## config.mk

```make
export PLATFORM = sky130hd
export DESIGN_NAME = vc_traffic_gen_flat
export DESIGN_NICKNAME = d
export VERILOG_FILES = /design/src/rtl/vc_pkg.sv /design/src/rtl/vc_traffic_gen_if.sv /design/src/rtl/tg_lfsr8.sv /design/src/rtl/vc_traffic_gen.sv /design/src/flat_wrapper.sv
export SDC_FILE = /design/constraint.sdc
export NUM_CORES = 1
export LEC_CHECK = 0
export ABC_AREA = 1
export CAP_MARGIN = 25
export CORE_MARGIN = 1.5
export CORE_UTILIZATION = 38
export CTS_CLUSTER_DIAMETER = 100
export DETAILED_ROUTE_END_ITERATION = 10
export PLACE_DENSITY = 0.62
export SYNTH_ARGS = -nofsm -noshare
export SYNTH_HDL_FRONTEND = slang
export SYNTH_SLANG_ARGS = --single-unit
export TNS_END_PERCENT = 20
```

## constraint.sdc

```tcl
create_clock -name clk -period 6.5 [get_ports clk]
set_input_delay 0.975 -clock clk [delete_from_list [all_inputs] [get_ports clk]]
set_output_delay 0.975 -clock clk [all_outputs]
set_load 0.02 [all_outputs]
```

## src/rtl/vc_pkg.sv

```systemverilog
// Shared definitions for the VC traffic generator: state/mode encodings,
// LFSR constants and the field-width helpers for the emitted word.
package vc_pkg;

    typedef enum logic [1:0] {
        ST_IDLE  = 2'd0,
        ST_SEND  = 2'd1,
        ST_DRAIN = 2'd2,
        ST_DONE  = 2'd3
    } tg_state_e;

    typedef enum logic [1:0] {
        MODE_RR    = 2'd0,
        MODE_FIXED = 2'd1,
        MODE_LFSR  = 2'd2,
        MODE_RSVD  = 2'd3
    } tg_mode_e;

    // x^8 + x^6 + x^5 + x^4 + 1: taps on bits 7, 5, 4, 3
    localparam logic [7:0] LFSR_SEED = 8'hA5;
    localparam logic [7:0] LFSR_TAPS = 8'hB8;

    function automatic int unsigned class_bits(input int unsigned num_vc);
        return $clog2(num_vc);
    endfunction

    function automatic int unsigned dest_bits(input int unsigned num_dest);
        return $clog2(num_dest);
    endfunction

    function automatic int unsigned payload_bits(input int unsigned data_width,
                                                 input int unsigned num_vc,
                                                 input int unsigned num_dest);
        return data_width - $clog2(num_vc) - $clog2(num_dest);
    endfunction

endpackage

```

## src/rtl/vc_traffic_gen_if.sv

```systemverilog
// Push/pop bus between the traffic generator and the VC / destination FIFOs.
interface vc_traffic_gen_if #(
    parameter int unsigned NUM_VC     = 2,
    parameter int unsigned NUM_DEST   = 2,
    parameter int unsigned DATA_WIDTH = 8
) ();
    logic [NUM_VC-1:0]     push_vc;
    logic [DATA_WIDTH-1:0] data_out;
    logic [NUM_DEST-1:0]   pop_d;
    logic [NUM_VC-1:0]     vc_almost_full;
    logic [NUM_DEST-1:0]   dest_empty;

    modport master (
        output push_vc, data_out, pop_d,
        input  vc_almost_full, dest_empty
    );

    modport slave (
        input  push_vc, data_out, pop_d,
        output vc_almost_full, dest_empty
    );
endinterface

```

## src/rtl/tg_lfsr8.sv

```systemverilog
// 8-bit Fibonacci LFSR with synchronous load of the package seed and advance enable.
module tg_lfsr8
    import vc_pkg::*;
(
    input  logic       clk,
    input  logic       reset_L,
    input  logic       load,
    input  logic       adv,
    output logic [7:0] q
);
    logic fb;

    assign fb = ^(q & LFSR_TAPS);

    always_ff @(posedge clk) begin
        if (!reset_L) begin
            q <= LFSR_SEED;
        end else if (load) begin
            q <= LFSR_SEED;
        end else if (adv) begin
            q <= {q[6:0], fb};
        end
    end
endmodule

```

## src/rtl/vc_traffic_gen.sv

```systemverilog
// Traffic generator: emits class/destination-tagged words into the VC FIFOs
// under almost-full backpressure, then pops the destination FIFOs until drained.
module vc_traffic_gen
    import vc_pkg::*;
#(
    parameter int unsigned NUM_VC        = 2,
    parameter int unsigned NUM_DEST      = 2,
    parameter int unsigned DATA_WIDTH    = 8,
    parameter int unsigned TH_WIDTH      = 10,
    parameter int unsigned AF_VC         = 6,
    parameter int unsigned AE_VC         = 4,
    parameter int unsigned AF_D          = 5,
    parameter int unsigned AE_D          = 3,
    parameter int unsigned PAYLOAD_SEED  = 3,
    parameter int unsigned DRAIN_IDLE    = 8,
    parameter int unsigned DRAIN_TIMEOUT = 256
) (
    input  logic                             clk,
    input  logic                             reset_L,
    input  logic                             start,
    input  logic [15:0]                      pkt_count,
    input  logic [1:0]                       mode,
    input  logic [class_bits(NUM_VC)-1:0]    fixed_class,
    input  logic [dest_bits(NUM_DEST)-1:0]   fixed_dest,
    vc_traffic_gen_if.master                 bus,
    output logic [TH_WIDTH-1:0]              afVC_o,
    output logic [TH_WIDTH-1:0]              aeVC_o,
    output logic [TH_WIDTH-1:0]              afD_o,
    output logic [TH_WIDTH-1:0]              aeD_o,
    output logic [15:0]                      pop_total,
    output logic                             busy,
    output logic                             done,
    output logic                             timeout_err
);
    localparam int unsigned CB = class_bits(NUM_VC);
    localparam int unsigned DB = dest_bits(NUM_DEST);
    localparam int unsigned PB = payload_bits(DATA_WIDTH, NUM_VC, NUM_DEST);
    localparam int unsigned IW = $clog2(DRAIN_IDLE + 1);
    localparam int unsigned TW = $clog2(DRAIN_TIMEOUT + 1);

    tg_state_e             state_q, state_nxt;
    tg_mode_e              mode_q, mode_nxt;
    logic [15:0]           cnt_q, cnt_nxt;
    logic [15:0]           sent_q, sent_nxt;
    logic [PB-1:0]         payload_q, payload_nxt;
    logic [IW-1:0]         idle_q, idle_nxt;
    logic [TW-1:0]         drain_q, drain_nxt;
    logic [15:0]           pop_total_nxt;
    logic                  timeout_nxt, busy_nxt, done_nxt;
    logic [NUM_VC-1:0]     push_nxt;
    logic [DATA_WIDTH-1:0] data_nxt;
    logic [NUM_DEST-1:0]   pop_nxt;
    logic                  lfsr_load, lfsr_adv;
    logic [7:0]            lfsr_q;
    logic [CB-1:0]         tgt_class;
    logic [DB-1:0]         tgt_dest;

    assign afVC_o = TH_WIDTH'(AF_VC);
    assign aeVC_o = TH_WIDTH'(AE_VC);
    assign afD_o  = TH_WIDTH'(AF_D);
    assign aeD_o  = TH_WIDTH'(AE_D);

    tg_lfsr8 u_lfsr (
        .clk     (clk),
        .reset_L (reset_L),
        .load    (lfsr_load),
        .adv     (lfsr_adv),
        .q       (lfsr_q)
    );

    // Target class/destination for the word at the head of the stream
    always_comb begin
        tgt_class = CB'(sent_q);
        tgt_dest  = DB'(sent_q >> CB);
        case (mode_q)
            MODE_FIXED: begin
                tgt_class = fixed_class;
                tgt_dest  = fixed_dest;
            end
            MODE_LFSR: begin
                tgt_class = CB'(lfsr_q);
                tgt_dest  = DB'(lfsr_q >> CB);
            end
            default: ;
        endcase
    end

    always_ff @(posedge clk) begin
        if (!reset_L) begin
            state_q      <= ST_IDLE;
            mode_q       <= MODE_RR;
            cnt_q        <= '0;
            sent_q       <= '0;
            payload_q    <= '0;
            idle_q       <= '0;
            drain_q      <= '0;
            pop_total    <= '0;
            timeout_err  <= 1'b0;
            busy         <= 1'b0;
            done         <= 1'b0;
            bus.push_vc  <= '0;
            bus.data_out <= '0;
            bus.pop_d    <= '0;
        end else begin
            state_q      <= state_nxt;
            mode_q       <= mode_nxt;
            cnt_q        <= cnt_nxt;
            sent_q       <= sent_nxt;
            payload_q    <= payload_nxt;
            idle_q       <= idle_nxt;
            drain_q      <= drain_nxt;
            pop_total    <= pop_total_nxt;
            timeout_err  <= timeout_nxt;
            busy         <= busy_nxt;
            done         <= done_nxt;
            bus.push_vc  <= push_nxt;
            bus.data_out <= data_nxt;
            bus.pop_d    <= pop_nxt;
        end
    end

    always_comb begin
        state_nxt     = state_q;
        mode_nxt      = mode_q;
        cnt_nxt       = cnt_q;
        sent_nxt      = sent_q;
        payload_nxt   = payload_q;
        idle_nxt      = idle_q;
        drain_nxt     = drain_q;
        pop_total_nxt = pop_total + 16'($countones(bus.pop_d));
        timeout_nxt   = timeout_err;
        push_nxt      = '0;
        data_nxt      = bus.data_out;
        lfsr_load     = 1'b0;
        lfsr_adv      = 1'b0;

        case (state_q)
            ST_IDLE, ST_DONE: begin
                if (start) begin
                    timeout_nxt   = 1'b0;
                    pop_total_nxt = '0;
                    if (pkt_count == 16'd0) begin
                        state_nxt = ST_DONE;
                    end else begin
                        state_nxt   = ST_SEND;
                        cnt_nxt     = pkt_count;
                        mode_nxt    = tg_mode_e'(mode);
                        sent_nxt    = '0;
                        payload_nxt = PB'(PAYLOAD_SEED);
                        idle_nxt    = '0;
                        drain_nxt   = '0;
                        lfsr_load   = 1'b1;
                    end
                end
            end
            ST_SEND: begin
                if (!bus.vc_almost_full[tgt_class]) begin
                    push_nxt    = NUM_VC'(1) << tgt_class;
                    data_nxt    = {tgt_dest, tgt_class, payload_q};
                    sent_nxt    = sent_q + 16'd1;
                    payload_nxt = payload_q + PB'(1);
                    lfsr_adv    = 1'b1;
                    if (sent_q == cnt_q - 16'd1) begin
                        state_nxt = ST_DRAIN;
                    end
                end
            end
            ST_DRAIN: begin
                drain_nxt = drain_q + TW'(1);
                if (&bus.dest_empty) begin
                    idle_nxt = idle_q + IW'(1);
                    if (idle_q == IW'(DRAIN_IDLE - 1)) begin
                        state_nxt = ST_DONE;
                    end
                end else begin
                    idle_nxt = '0;
                end
                // A clean drain on the last allowed cycle wins over the timeout
                if (state_nxt != ST_DONE && drain_q == TW'(DRAIN_TIMEOUT - 1)) begin
                    timeout_nxt = 1'b1;
                    state_nxt   = ST_DONE;
                end
            end
            default: ;
        endcase

        pop_nxt  = ((state_q == ST_SEND || state_q == ST_DRAIN) && state_nxt != ST_DONE)
                   ? ~bus.dest_empty : '0;
        busy_nxt = (state_nxt == ST_SEND) || (state_nxt == ST_DRAIN);
        done_nxt = (state_nxt == ST_DONE);
    end
endmodule

```

## src/flat_wrapper.sv

```systemverilog
// flat-port wrapper written by rule: the top's interface ports become plain ports
module vc_traffic_gen_flat import vc_pkg::*;
#(
    parameter int unsigned NUM_VC        = 2,
    parameter int unsigned NUM_DEST      = 2,
    parameter int unsigned DATA_WIDTH    = 8,
    parameter int unsigned TH_WIDTH      = 10,
    parameter int unsigned AF_VC         = 6,
    parameter int unsigned AE_VC         = 4,
    parameter int unsigned AF_D          = 5,
    parameter int unsigned AE_D          = 3,
    parameter int unsigned PAYLOAD_SEED  = 3,
    parameter int unsigned DRAIN_IDLE    = 8,
    parameter int unsigned DRAIN_TIMEOUT = 256
)
  (clk, reset_L, start, pkt_count, mode, fixed_class, fixed_dest, afVC_o, aeVC_o, afD_o, aeD_o, pop_total, busy, done, timeout_err, bus_push_vc, bus_data_out, bus_pop_d, bus_vc_almost_full, bus_dest_empty);
  vc_traffic_gen_if #(.NUM_VC(NUM_VC), .NUM_DEST(NUM_DEST), .DATA_WIDTH(DATA_WIDTH)) bus_i ();
  input  logic clk;
  input  logic reset_L;
  input  logic start;
  input  logic [15:0] pkt_count;
  input  logic [1:0] mode;
  input  logic [class_bits(NUM_VC)-1:0] fixed_class;
  input  logic [dest_bits(NUM_DEST)-1:0] fixed_dest;
  output logic [TH_WIDTH-1:0] afVC_o;
  output logic [TH_WIDTH-1:0] aeVC_o;
  output logic [TH_WIDTH-1:0] afD_o;
  output logic [TH_WIDTH-1:0] aeD_o;
  output logic [15:0] pop_total;
  output logic busy;
  output logic done;
  output logic timeout_err;
  output wire logic [$bits(bus_i.push_vc)-1:0] bus_push_vc;
  output wire logic [$bits(bus_i.data_out)-1:0] bus_data_out;
  output wire logic [$bits(bus_i.pop_d)-1:0] bus_pop_d;
  input wire logic [$bits(bus_i.vc_almost_full)-1:0] bus_vc_almost_full;
  input wire logic [$bits(bus_i.dest_empty)-1:0] bus_dest_empty;
  assign bus_push_vc = bus_i.push_vc;
  assign bus_data_out = bus_i.data_out;
  assign bus_pop_d = bus_i.pop_d;
  assign bus_i.vc_almost_full = bus_vc_almost_full;
  assign bus_i.dest_empty = bus_dest_empty;
  vc_traffic_gen #(.NUM_VC(NUM_VC), .NUM_DEST(NUM_DEST), .DATA_WIDTH(DATA_WIDTH), .TH_WIDTH(TH_WIDTH), .AF_VC(AF_VC), .AE_VC(AE_VC), .AF_D(AF_D), .AE_D(AE_D), .PAYLOAD_SEED(PAYLOAD_SEED), .DRAIN_IDLE(DRAIN_IDLE), .DRAIN_TIMEOUT(DRAIN_TIMEOUT)) u_core (.clk(clk), .reset_L(reset_L), .start(start), .pkt_count(pkt_count), .mode(mode), .fixed_class(fixed_class), .fixed_dest(fixed_dest), .bus(bus_i), .afVC_o(afVC_o), .aeVC_o(aeVC_o), .afD_o(afD_o), .aeD_o(aeD_o), .pop_total(pop_total), .busy(busy), .done(done), .timeout_err(timeout_err));
endmodule
```

Yosys cells after proc, flatten, opt, wreduce, memory -nomap -nowiden
Index checks and enable logic that the tools add are counted.
{"block": "totals", "in_bits": 27, "reg_bits": 94, "wordCells": 103, "out_inout_bits": 71}
{"block": "op_classes", "bitwise": 5, "shifts": 1, "order_cmp": 1, "add_sub_neg": 7, "n_reduce_logical": 19, "n_mux": 38, "n_eq_ne": 17}
{"op": "$mux 16", "count": 5}
{"op": "$pmux 16 s2", "count": 1}
{"op": "$mux 6", "count": 3}
{"op": "$mux 9", "count": 2}
{"op": "$pmux 9 s2", "count": 1}
{"op": "$add 16x1->16 const B", "count": 1}
{"op": "$add 16x16->16", "count": 1}
{"op": "$eq 16x16->1", "count": 1}
{"op": "$logic_not 16->1", "count": 1}
{"op": "$mux 2", "count": 8}
{"op": "$sub 16x1->16 const B", "count": 1}
{"op": "$mux 4", "count": 3}
{"op": "$pmux 6 s2", "count": 1}
{"op": "$eq 2x2->1 const B", "count": 5}
{"op": "$ne 2x2->1 const B", "count": 5}
{"op": "$add 9x1->9 const B", "count": 1}
{"op": "$eq 9x8->1 const B", "count": 1}
{"op": "$mux 1", "count": 9}
{"op": "$reduce_and 3->1", "count": 3}
{"op": "$pmux 4 s2", "count": 1}
{"op": "$reduce_xor 8->1", "count": 1}
{"op": "$add 6x1->6 const B", "count": 1}
{"op": "$eq 2x1->1 const B", "count": 3}
{"op": "$pmux 1 s2", "count": 3}
{"op": "17 further kinds", "count": 26}

Logic depth before layout (Yosys ltp)
Gate-level depths: netlist of the first run.
{"block": "depth", "depth_word": 11, "ltp_mapped": 20, "ltp_nobuf": 20}

Modules after synthesis
From an unflattened synthesis of the first run, not the netlist that was laid out.
{"block": "unflattened", "cells_unflattened": 743, "area_unflattened_um2": 5253.8}
{"mod": "vc_traffic_gen", "seq_area_each_um2": 1721.7, "area_each_um2": 4901.0, "cells_each": 693, "n_inst": 1}
{"mod": "tg_lfsr8", "seq_area_each_um2": 160.2, "area_each_um2": 352.8, "cells_each": 50, "n_inst": 1}

Least setup slack after synthesis of the first run
No wires, ideal clock.
{"block": "synth_path", "path_type": "input -> register", "from": "input pkt_count[0]", "to": "register u_core.busy", "required_ns": 6.391, "slack_ns": 4.198, "arrival_time_ns": 2.192, "stages": 10, "path_buffers": 1, "setup_time_ns": 0.109, "path_cell_list": "or2_1 -> nor3_2 -> nand2_1 -> o21ai_2 -> nor2_1 -> clkbuf_1 -> nor2_1 -> ha_1 -> nand2_1 -> inv_1"}
{"block": "synth_between", "elab_chain_len": 6, "word_cells_on_any_way": 7, "classes_between": "2 x eq/ne; 3 x mux; 2 x reduce/logical"}
{"item": "start, declared", "line": "flat_wrapper.sv:21", "source": "input logic [15:0] pkt_count;"}
{"item": "$logic_not 16->1 (*)", "line": "vc_traffic_gen.sv:142", "source": "if (pkt_count == 16'd0) begin"}
{"item": "$mux 2 (*)", "line": "vc_traffic_gen.sv:142"}
{"item": "$mux 2 (*)", "line": "vc_traffic_gen.sv:139", "source": "if (start) begin"}
{"item": "$pmux 2 s3 (*)", "line": "vc_traffic_gen.sv:137", "source": "case (state_q)"}
{"item": "named net u_core.state_nxt[1]", "line": "vc_traffic_gen.sv:41", "source": "tg_state_e state_q, state_nxt;"}
{"item": "$eq 2x1->1 or $eq 2x2->1 (tied branches)", "line": "vc_traffic_gen.sv:189", "source": "busy_nxt = (state_nxt == ST_SEND) || (state_nxt == ST_DRAIN);"}
{"item": "$logic_or 1x1->1 (*)", "line": "vc_traffic_gen.sv:189"}
{"item": "named net u_core.busy_nxt", "line": "vc_traffic_gen.sv:49", "source": "logic timeout_nxt, busy_nxt, done_nxt;"}
{"item": "end signal, assigned", "line": "vc_traffic_gen.sv:114", "source": "busy <= busy_nxt;"}
{"item": "end, declared", "line": "vc_traffic_gen.sv:31", "source": "output logic busy,"}
Mark *: on every way through the listed nets, which the timed path passes. The rest lies on a longest branch.
A chain may end at the register's enable or synchronous reset.

Worst setup path after layout of the first run
{"block": "layout_path", "from": "input pkt_count[1]", "to": "register u_core.cnt_q[0]"}
{"block": "layout_between", "elab_chain_len": 3}
{"item": "$logic_not 16->1", "line": "vc_traffic_gen.sv:142"}
{"item": "$not 1->1 (no line)"}
{"item": "$reduce_and 3->1 (no line)"}
{"item": "end signal, assigned", "line": "vc_traffic_gen.sv:107", "source": "cnt_q <= cnt_nxt;"}
{"item": "end, declared", "line": "vc_traffic_gen.sv:43", "source": "logic [15:0] cnt_q, cnt_nxt;"}
Every way passes these cells.

==> run_summary.xml, run 1 <==
<?xml version="1.0" encoding="UTF-8"?>
<metrics>
  <group name="layout">
    <metric name="n_antenna_cell" unit="">0</metric>
    <metric name="finish.net_count" unit="">859</metric>
    <metric name="number_of_fill_cells_in_the_layout" unit="">1427</metric>
    <metric name="synthToLayoutAreaGrowth" unit="%">16.7</metric>
    <metric name="layout.cells.most_common_list" unit="">sky130_fd_sc_hd__nand2_1, sky130_fd_sc_hd__nor2_1, sky130_fd_sc_hd__dfxtp_1</metric>
    <metric name="layout.core_utilization" unit="%">45.1</metric>
    <metric name="final_cell_count_without_fillers" unit="">1002</metric>
    <metric name="most_common_library_cell_in_the_layout_ignoring_fill_and_taps" unit="">sky130_fd_sc_hd__nand2_1</metric>
    <metric name="drive_above_1_share" unit="%">6.20</metric>
  </group>
  <group name="routing">
    <metric name="drt_pass1_iterations" unit="">4</metric>
    <metric name="route.vias.total" unit="">4734</metric>
    <metric name="routedWlPerCell" unit="microns">12.4</metric>
    <metric name="routed_wirelength" unit="microns">12500</metric>
    <metric name="avgViaCountPerCell" unit="">4.72</metric>
    <metric name="drtAntennaViolNets" unit="">0</metric>
    <metric name="drcViolationCount" unit="">0</metric>
    <metric name="detail_route.iter0.violations" unit="">280</metric>
  </group>
  <group name="global_route">
    <metric name="grt_use_met2" unit="%">30.2</metric>
    <metric name="grt_use_total" unit="%">17.9</metric>
    <metric name="grtUsageMet3" unit="%">2.54</metric>
    <metric name="grt_pass1_vias" unit="">4358</metric>
    <metric name="global_route.overflow_total" unit="">0</metric>
    <metric name="gr_layer_usage_met1" unit="%">22.7</metric>
    <metric name="grt_first_pass_wirelength" unit="microns">20800</metric>
    <metric name="grt_start_max_net_pins" unit="">37</metric>
    <metric name="globalRoute.busiestLayer" unit="">met2</metric>
    <metric name="grt_antenna_before_repair" unit="">0</metric>
  </group>
  <group name="logic_synthesis">
    <metric name="synth-async-reset-ratio" unit="%">0</metric>
    <metric name="synth_edf_count" unit="">0</metric>
    <metric name="syn_area" unit="sq mm">0.00532</metric>
    <metric name="yosysTopAreaCell" unit="">sky130_fd_sc_hd__dfxtp_1</metric>
    <metric name="synthesis.instances" unit="">767</metric>
    <metric name="post_synth_num_cell_types" unit="">45</metric>
    <metric name="synth_top_area_share" unit="%">35.4</metric>
    <metric name="yosys_warnings" unit="">0</metric>
    <metric name="postSynthRegisterBits" unit="">94</metric>
    <metric name="synth-main-ff-cell" unit="">sky130_fd_sc_hd__dfxtp_1</metric>
    <metric name="postSynthAreaPerCell" unit="sq um">6.93</metric>
    <metric name="synth.top_cells.by_area" unit="">sky130_fd_sc_hd__dfxtp_1, sky130_fd_sc_hd__nand2_1, sky130_fd_sc_hd__nor2_1</metric>
    <metric name="seq_area_frac_synth" unit="%">35.4</metric>
  </group>
  <group name="floorplan">
    <metric name="design.die.area" unit="sq mm">0.0147</metric>
    <metric name="start_util" unit="%">38.6</metric>
    <metric name="fp.dieH" unit="microns">121</metric>
    <metric name="num_rows" unit="">43</metric>
    <metric name="design.portCount" unit="">98</metric>
    <metric name="die-width" unit="microns">121</metric>
    <metric name="core_area" unit="sq mm">0.0138</metric>
  </group>
  <group name="sta">
    <metric name="hold_ws" unit="ns">0.447</metric>
    <metric name="finalMaxSlewViolations" unit="">0</metric>
    <metric name="max_freq" unit="GHz">0.300</metric>
    <metric name="final_period_minus_worst_setup_slack" unit="ns">3.34</metric>
    <metric name="timing.final.hold_violations" unit="">0</metric>
    <metric name="rsz0062_at_grt" unit="">no</metric>
    <metric name="fin_tns_setup" unit="ns">0</metric>
    <metric name="worst_clock_skew" unit="ns">0.00678</metric>
    <metric name="finalSetupViolations" unit="">0</metric>
    <metric name="worst_pin_slew" unit="ns">0.731</metric>
    <metric name="period_share" unit="%">51.3</metric>
    <metric name="timing.max_slew.rel_slack" unit="%">51.1</metric>
  </group>
  <group name="setup_path">
    <metric name="critPathMaxStageDelay" unit="ns">0.76</metric>
    <metric name="path_cells" unit="">clkdlybuf4s50_1 -&gt; or2_1 -&gt; nor3_2 -&gt; nand2_1 -&gt; o21ai_2 -&gt; nor2_1 -&gt; clkinv_1 -&gt; o21ai_0 -&gt; a21oi_1</metric>
    <metric name="worst_path_max_delay_cell" unit="">sky130_fd_sc_hd__clkinv_1</metric>
    <metric name="crit_arrival" unit="ns">3.56</metric>
    <metric name="crit_path_max_fanout" unit="">27</metric>
    <metric name="worstSetupEndpointType" unit="">register</metric>
    <metric name="timing.reg2reg.worst_path_depth" unit="">7</metric>
    <metric name="critPathTopFamily" unit="">buffers and inverters</metric>
    <metric name="worst_setup_path_type" unit="">input port to register</metric>
    <metric name="critical_path_required" unit="ns">6.72</metric>
    <metric name="worst-path-buf-inv" unit="">2</metric>
    <metric name="cp.depth" unit="">9</metric>
    <metric name="worstSetupStartpointType" unit="">input port</metric>
  </group>
  <group name="power_and_ir_drop">
    <metric name="net-switching-power" unit="W">0.000942</metric>
    <metric name="power.switching_fraction" unit="%">42.0</metric>
    <metric name="max-vdd-ir-drop" unit="mV">0.133</metric>
    <metric name="totalPowerFinal" unit="W">0.00224</metric>
    <metric name="power.share.sequential" unit="%">33.2</metric>
    <metric name="power.leakage" unit="nW">2.57</metric>
    <metric name="power.internal" unit="W">0.00130</metric>
    <metric name="combinationalPowerShare" unit="%">40.5</metric>
    <metric name="power_density" unit="mW/mm^2">361</metric>
    <metric name="clock_power_share" unit="%">26.4</metric>
  </group>
  <group name="hold_path">
    <metric name="hold_path.class" unit="">register to register</metric>
    <metric name="worstHoldPathCells" unit="">2</metric>
  </group>
  <group name="job">
    <metric name="max_cap_viol" unit="">0</metric>
  </group>
  <group name="outcome">
    <metric name="status" unit="">completed</metric>
  </group>
  <group name="clocking">
    <metric name="clock_tree.root_cell" unit="">sky130_fd_sc_hd__clkbuf_16</metric>
    <metric name="cts_made_buffers" unit="">9</metric>
    <metric name="cts_htree_levels" unit="">3</metric>
    <metric name="clock_insertion_delay_worst_skew" unit="ns">0.36</metric>
    <metric name="cts_repair_resize_count" unit="">0</metric>
    <metric name="number_of_buffers_inserted_to_repair_setup_after_cts" unit="">0</metric>
    <metric name="postCtsHoldBufs" unit="">0</metric>
    <metric name="clk_pin_slew" unit="ns">0.07</metric>
    <metric name="cts-root-to-sink-buffers" unit="">2</metric>
    <metric name="clkSinkCount" unit="">94</metric>
    <metric name="tritoncts" unit="">built</metric>
  </group>
  <group name="placement">
    <metric name="place_congestion" unit="">0.844</metric>
    <metric name="hpwl" unit="microns">9410</metric>
    <metric name="port_buffers" unit="">57</metric>
    <metric name="place.detailed.instances" unit="">986</metric>
  </group>
</metrics>
power by group through the flow:
stage          Clock, W  Combinational (W)  Sequential (W)
3_5_place_dp          0           0.000911        0.000754
5_1_grt        0.000629            0.00104        0.000756
2_1_floorplan         0           0.000724        0.000749
6_report       0.000592           0.000907        0.000744
4_1_cts        0.000606           0.000915        0.000743
3_3_place_gp          0           0.000914        0.000756
state kept, by name, summed over array words and instances (netlist names), 2 cells and up:
name,flops
u_core.drain_q,9
u_core.sent_q,16
u_core.idle_q,4
u_core.bus.pop_d,2
u_core.payload_q,6
u_core.u_lfsr.q,8
u_core.state_q,2
u_core.bus.data_out,8
u_core.pop_total,16
u_core.cnt_q,16
u_core.bus.push_vc,2
u_core.mode_q,2
kinds of logic after synthesis:
group | count (synthesis) | synth area share [%]
compound gates | 99 | 10.4
xor+xnor | 25 | 4.12
fa+ha+maj | 15 | 3.67
buf+inv | 145 | 13.6
flops | 94 | 35.4
other cells | 2 | 0.141
simple gates | 387 | 32.6
per-stage QoR:
stage | instance area (sq um) | setup WS [ns]
2_1_floorplan | 5460 | 4.20
3_3_place_gp | 5870 | 2.99
3_5_place_dp | 5870 | 2.83
4_1_cts | 6210 | 3.19
5_1_grt | 6210 | 2.89
6_report | 6210 | 3.16
tightest hold or removal path, stage by stage, from the launching register on:
cell and delay, ns:
sky130_fd_sc_hd__dfxtp_1 0.30, sky130_fd_sc_hd__inv_1 0.05, sky130_fd_sc_hd__a21oi_1 0.05
worst paths after layout:
| path | startpoint | end | slack, ns |
|---|---|---|---|
| max | pkt_count[1] | u_core.cnt_q[0]$_SDFFE_PN0P_ | 3.16 |
| min | u_core.u_lfsr.q[6]$_SDFFE_PP0P_ | u_core.u_lfsr.q[6]$_SDFFE_PP0P_ | 0.45 |
| max reg2reg | u_core.state_q[0]$_SDFF_PN0_ | u_core.cnt_q[0]$_SDFFE_PN0P_ | 3.55 |
| min reg2reg | u_core.u_lfsr.q[6]$_SDFFE_PP0P_ | u_core.u_lfsr.q[6]$_SDFFE_PP0P_ | 0.45 |
synth_stat cells, types with 7 or more instances:
library cell               instances
sky130_fd_sc_hd__inv_2             7
sky130_fd_sc_hd__inv_1            77
sky130_fd_sc_hd__xnor2_1           8
sky130_fd_sc_hd__a21oi_1          41
sky130_fd_sc_hd__ha_1             14
sky130_fd_sc_hd__buf_4            44
sky130_fd_sc_hd__dfxtp_1          94
sky130_fd_sc_hd__nor3_1           19
sky130_fd_sc_hd__xor2_1           17
sky130_fd_sc_hd__nand3_1          47
sky130_fd_sc_hd__nand2_1         171
sky130_fd_sc_hd__clkbuf_1          9
sky130_fd_sc_hd__nand4_1          14
sky130_fd_sc_hd__o21ai_0          36
sky130_fd_sc_hd__nor2_1           98
sky130_fd_sc_hd__nand3b_1          9
layer usage:
layer / share of wire (%) / vias up / wire, microns
li1: - / 2504 / -
met1: 47 / 2126 / 5850
met2: 47 / 89 / 5870
met3: 4.1 / 15 / 509
met4: 2.0 / 0 / 245
met5: 0 / - / 0
area by class of cell:
type	instances	area, sq um	share of cell area (%)
sequential	94	1880	30.3
clock inverter	6	92.6	1.49
timing repair buffer	59	586	9.44
clock buffer	10	239	3.85
inverter	87	327	5.26
multi-input combinational	566	2860	46.0
tap	180	225	3.63
(Power assumes the default switching activity.)
==> run 2: changes to the inputs <==
clock period = 3.2 ns   (was 6.5 ns; I/O delays follow)
==> run_summary.xml, run 2 (synthesis results as in run 1) <==
<?xml version="1.0" encoding="UTF-8"?>
<metrics>
  <group name="clocking">
    <metric name="tritoncts" unit="">built</metric>
    <metric name="cts-root-to-sink-buffers" unit="">2</metric>
    <metric name="cts_made_buffers" unit="">9</metric>
    <metric name="postCtsHoldBufs" unit="">0</metric>
    <metric name="cts_repair_resize_count" unit="">0</metric>
    <metric name="clock_tree.root_cell" unit="">sky130_fd_sc_hd__clkbuf_16</metric>
    <metric name="clkSinkCount" unit="">94</metric>
    <metric name="number_of_buffers_inserted_to_repair_setup_after_cts" unit="">0</metric>
    <metric name="clock_insertion_delay_worst_skew" unit="ns">0.35</metric>
    <metric name="cts_htree_levels" unit="">3</metric>
    <metric name="clk_pin_slew" unit="ns">0.07</metric>
  </group>
  <group name="global_route">
    <metric name="global_route.overflow_total" unit="">0</metric>
    <metric name="grt_pass1_vias" unit="">4407</metric>
    <metric name="grt_use_total" unit="%">18.0</metric>
    <metric name="grt_first_pass_wirelength" unit="microns">20900</metric>
    <metric name="grt_start_max_net_pins" unit="">36</metric>
    <metric name="grt_antenna_before_repair" unit="">0</metric>
  </group>
  <group name="power_and_ir_drop">
    <metric name="combinationalPowerShare" unit="%">41.5</metric>
    <metric name="power.share.sequential" unit="%">33.9</metric>
    <metric name="max-vdd-ir-drop" unit="mV">0.320</metric>
    <metric name="power_density" unit="mW/mm^2">720</metric>
    <metric name="clock_power_share" unit="%">24.6</metric>
    <metric name="net-switching-power" unit="W">0.00190</metric>
    <metric name="power.leakage" unit="nW">2.57</metric>
    <metric name="power.internal" unit="W">0.00256</metric>
    <metric name="power.switching_fraction" unit="%">42.5</metric>
  </group>
  <group name="setup_path">
    <metric name="worst-path-buf-inv" unit="">3</metric>
    <metric name="critical_path_required" unit="ns">3.43</metric>
    <metric name="crit_arrival" unit="ns">2.75</metric>
    <metric name="worstSetupEndpointType" unit="">register</metric>
    <metric name="worst_path_max_delay_cell" unit="">sky130_fd_sc_hd__o21ai_2</metric>
    <metric name="critPathMaxStageDelay" unit="ns">0.38</metric>
    <metric name="path_cells" unit="">inv_1 -&gt; ha_1 -&gt; inv_1 -&gt; nand3_1 -&gt; nand2_1 -&gt; nand2_1 -&gt; nand2_1 -&gt; nand2_1 -&gt; o21ai_2 -&gt; nand2_4 -&gt; o21ai_2 -&gt; inv_2 -&gt; nand2_1 -&gt; a21oi_1</metric>
    <metric name="worstSetupStartpointType" unit="">register</metric>
    <metric name="critPathTopFamily" unit="">simple AND/OR/NAND/NOR gates</metric>
    <metric name="critPathMostFrequentCell" unit="">sky130_fd_sc_hd__nand2_1</metric>
    <metric name="worst_setup_path_type" unit="">register to register</metric>
    <metric name="ff2ff_setup_slack" unit="ns">0.68</metric>
    <metric name="crit_path_max_fanout" unit="">28</metric>
  </group>
  <group name="floorplan">
    <metric name="die-width" unit="microns">121</metric>
    <metric name="num_rows" unit="">43</metric>
    <metric name="start_util" unit="%">38.6</metric>
    <metric name="core_area" unit="sq mm">0.0138</metric>
    <metric name="fp.dieH" unit="microns">121</metric>
    <metric name="design.portCount" unit="">98</metric>
    <metric name="design.die.area" unit="sq mm">0.0147</metric>
  </group>
  <group name="outcome">
    <metric name="status" unit="">completed</metric>
  </group>
  <group name="sta">
    <metric name="period_share" unit="%">78.6</metric>
    <metric name="final_period_minus_worst_setup_slack" unit="ns">2.52</metric>
    <metric name="finalMaxSlewViolations" unit="">0</metric>
    <metric name="finalWorstSetupSlack" unit="ns">0.685</metric>
    <metric name="timing.final.hold_violations" unit="">0</metric>
    <metric name="max_freq" unit="GHz">0.398</metric>
    <metric name="worst_clock_skew" unit="ns">0.00463</metric>
    <metric name="fin_tns_setup" unit="ns">0</metric>
    <metric name="rsz0062_at_grt" unit="">no</metric>
    <metric name="timing.max_slew.rel_slack" unit="%">57.9</metric>
    <metric name="worst_pin_slew" unit="ns">0.628</metric>
    <metric name="finalSetupViolations" unit="">0</metric>
  </group>
  <group name="job">
    <metric name="max_cap_viol" unit="">0</metric>
  </group>
  <group name="routing">
    <metric name="routedWlPerCell" unit="microns">12.5</metric>
    <metric name="detail_route.iter0.violations" unit="">290</metric>
    <metric name="routed_wirelength" unit="microns">12600</metric>
    <metric name="route.vias.total" unit="">4779</metric>
    <metric name="drtAntennaViolNets" unit="">0</metric>
    <metric name="drt_pass1_iterations" unit="">5</metric>
    <metric name="avgViaCountPerCell" unit="">4.76</metric>
    <metric name="drcViolationCount" unit="">0</metric>
  </group>
  <group name="layout">
    <metric name="drive_above_1_share" unit="%">6.31</metric>
    <metric name="n_antenna_cell" unit="">0</metric>
    <metric name="number_of_fill_cells_in_the_layout" unit="">1448</metric>
    <metric name="most_common_library_cell_in_the_layout_ignoring_fill_and_taps" unit="">sky130_fd_sc_hd__nand2_1</metric>
    <metric name="layout.core_utilization" unit="%">44.9</metric>
    <metric name="finish.net_count" unit="">861</metric>
    <metric name="biggestRegsByFlops" unit="">u_core.cnt_q (16), u_core.pop_total (16), u_core.sent_q (16)</metric>
    <metric name="synthToLayoutAreaGrowth" unit="%">16.4</metric>
    <metric name="fin_area" unit="sq mm">0.00619</metric>
    <metric name="layout.cells.most_common_list" unit="">sky130_fd_sc_hd__nand2_1, sky130_fd_sc_hd__nor2_1, sky130_fd_sc_hd__dfxtp_1</metric>
  </group>
  <group name="placement">
    <metric name="hpwl" unit="microns">9540</metric>
    <metric name="port_buffers" unit="">57</metric>
    <metric name="post_dp_cell_area" unit="sq mm">0.00589</metric>
    <metric name="pre_cts_slack" unit="ns">0.496</metric>
    <metric name="place_congestion" unit="">0.835</metric>
  </group>
  <group name="hold_path">
    <metric name="hold_path.class" unit="">register to register</metric>
  </group>
</metrics>
==> run 2: changes by cell type in the layout (fill, tap and decap cells not counted), sizes merged <==
cell      change
inv           -1
bufinv        -1
clkinvlp      -1
buf           +2
clkbuf        +1
clkinv        +2
==> run 2: worst register-to-register path: cells and delay by family (launching register included) <==
family,cells,cell delay [ns]
flip-flops,1,0.34
AO/OA/AOI/OAI,3,0.60
adder cells (fa/ha/maj),1,0.32
AND/OR/NAND/NOR,7,0.89
buffers and inverters,3,0.27
==> run 2: per-layer routing <==
metal	global-route usage [%]	share of wire (%)	vias up
met5	0	0	-
met2	31.3	48	88
li1	-	-	2501
met1	21.8	46	2175
met3	4.14	4.1	15
met4	6.10	1.8	0
==> run 2: cell type report <==
cell class	count	area, sq um	area share (%)
clock buffers	11	243	3.92
clock inverters	5	57.6	0.930
inverters	87	327	5.28
multi-input cells	566	2860	46.1
flip-flops and latches	94	1880	30.4
well taps	180	225	3.64
repair buffers	61	601	9.70
==> run 2: stage by stage <==
stage                     instances  total power [W]  hold WS, ns
after global placement          988          0.00338        0.435
after CTS                      1004          0.00449        0.451
after detailed placement        988          0.00338        0.440
after floorplan                 805          0.00299        0.424
after global routing           1004          0.00481        0.480
final                          1004          0.00446        0.451
==> run 2: worst paths after layout <==
check	end	start	cells after the start
setup reg to reg	u_core.sent_q[5]$_SDFFE_PN0P_	u_core.mode_q[0]$_SDFFE_PN0P_	14
setup / recovery	u_core.sent_q[5]$_SDFFE_PN0P_	u_core.mode_q[0]$_SDFFE_PN0P_	14
hold / removal	u_core.u_lfsr.q[6]$_SDFFE_PP0P_	u_core.u_lfsr.q[6]$_SDFFE_PP0P_	2
hold reg to reg	u_core.u_lfsr.q[6]$_SDFFE_PP0P_	u_core.u_lfsr.q[6]$_SDFFE_PP0P_	2
==> run 2: power groups by stage <==
stage / clock [W] / combinational, W / sequential (W)
3_5_place_dp: 0 / 0.00185 / 0.00153
4_1_cts: 0.00112 / 0.00186 / 0.00151
2_1_floorplan: 0 / 0.00147 / 0.00152
3_3_place_gp: 0 / 0.00185 / 0.00153
6_report: 0.00110 / 0.00185 / 0.00151
5_1_grt: 0.00117 / 0.00211 / 0.00154
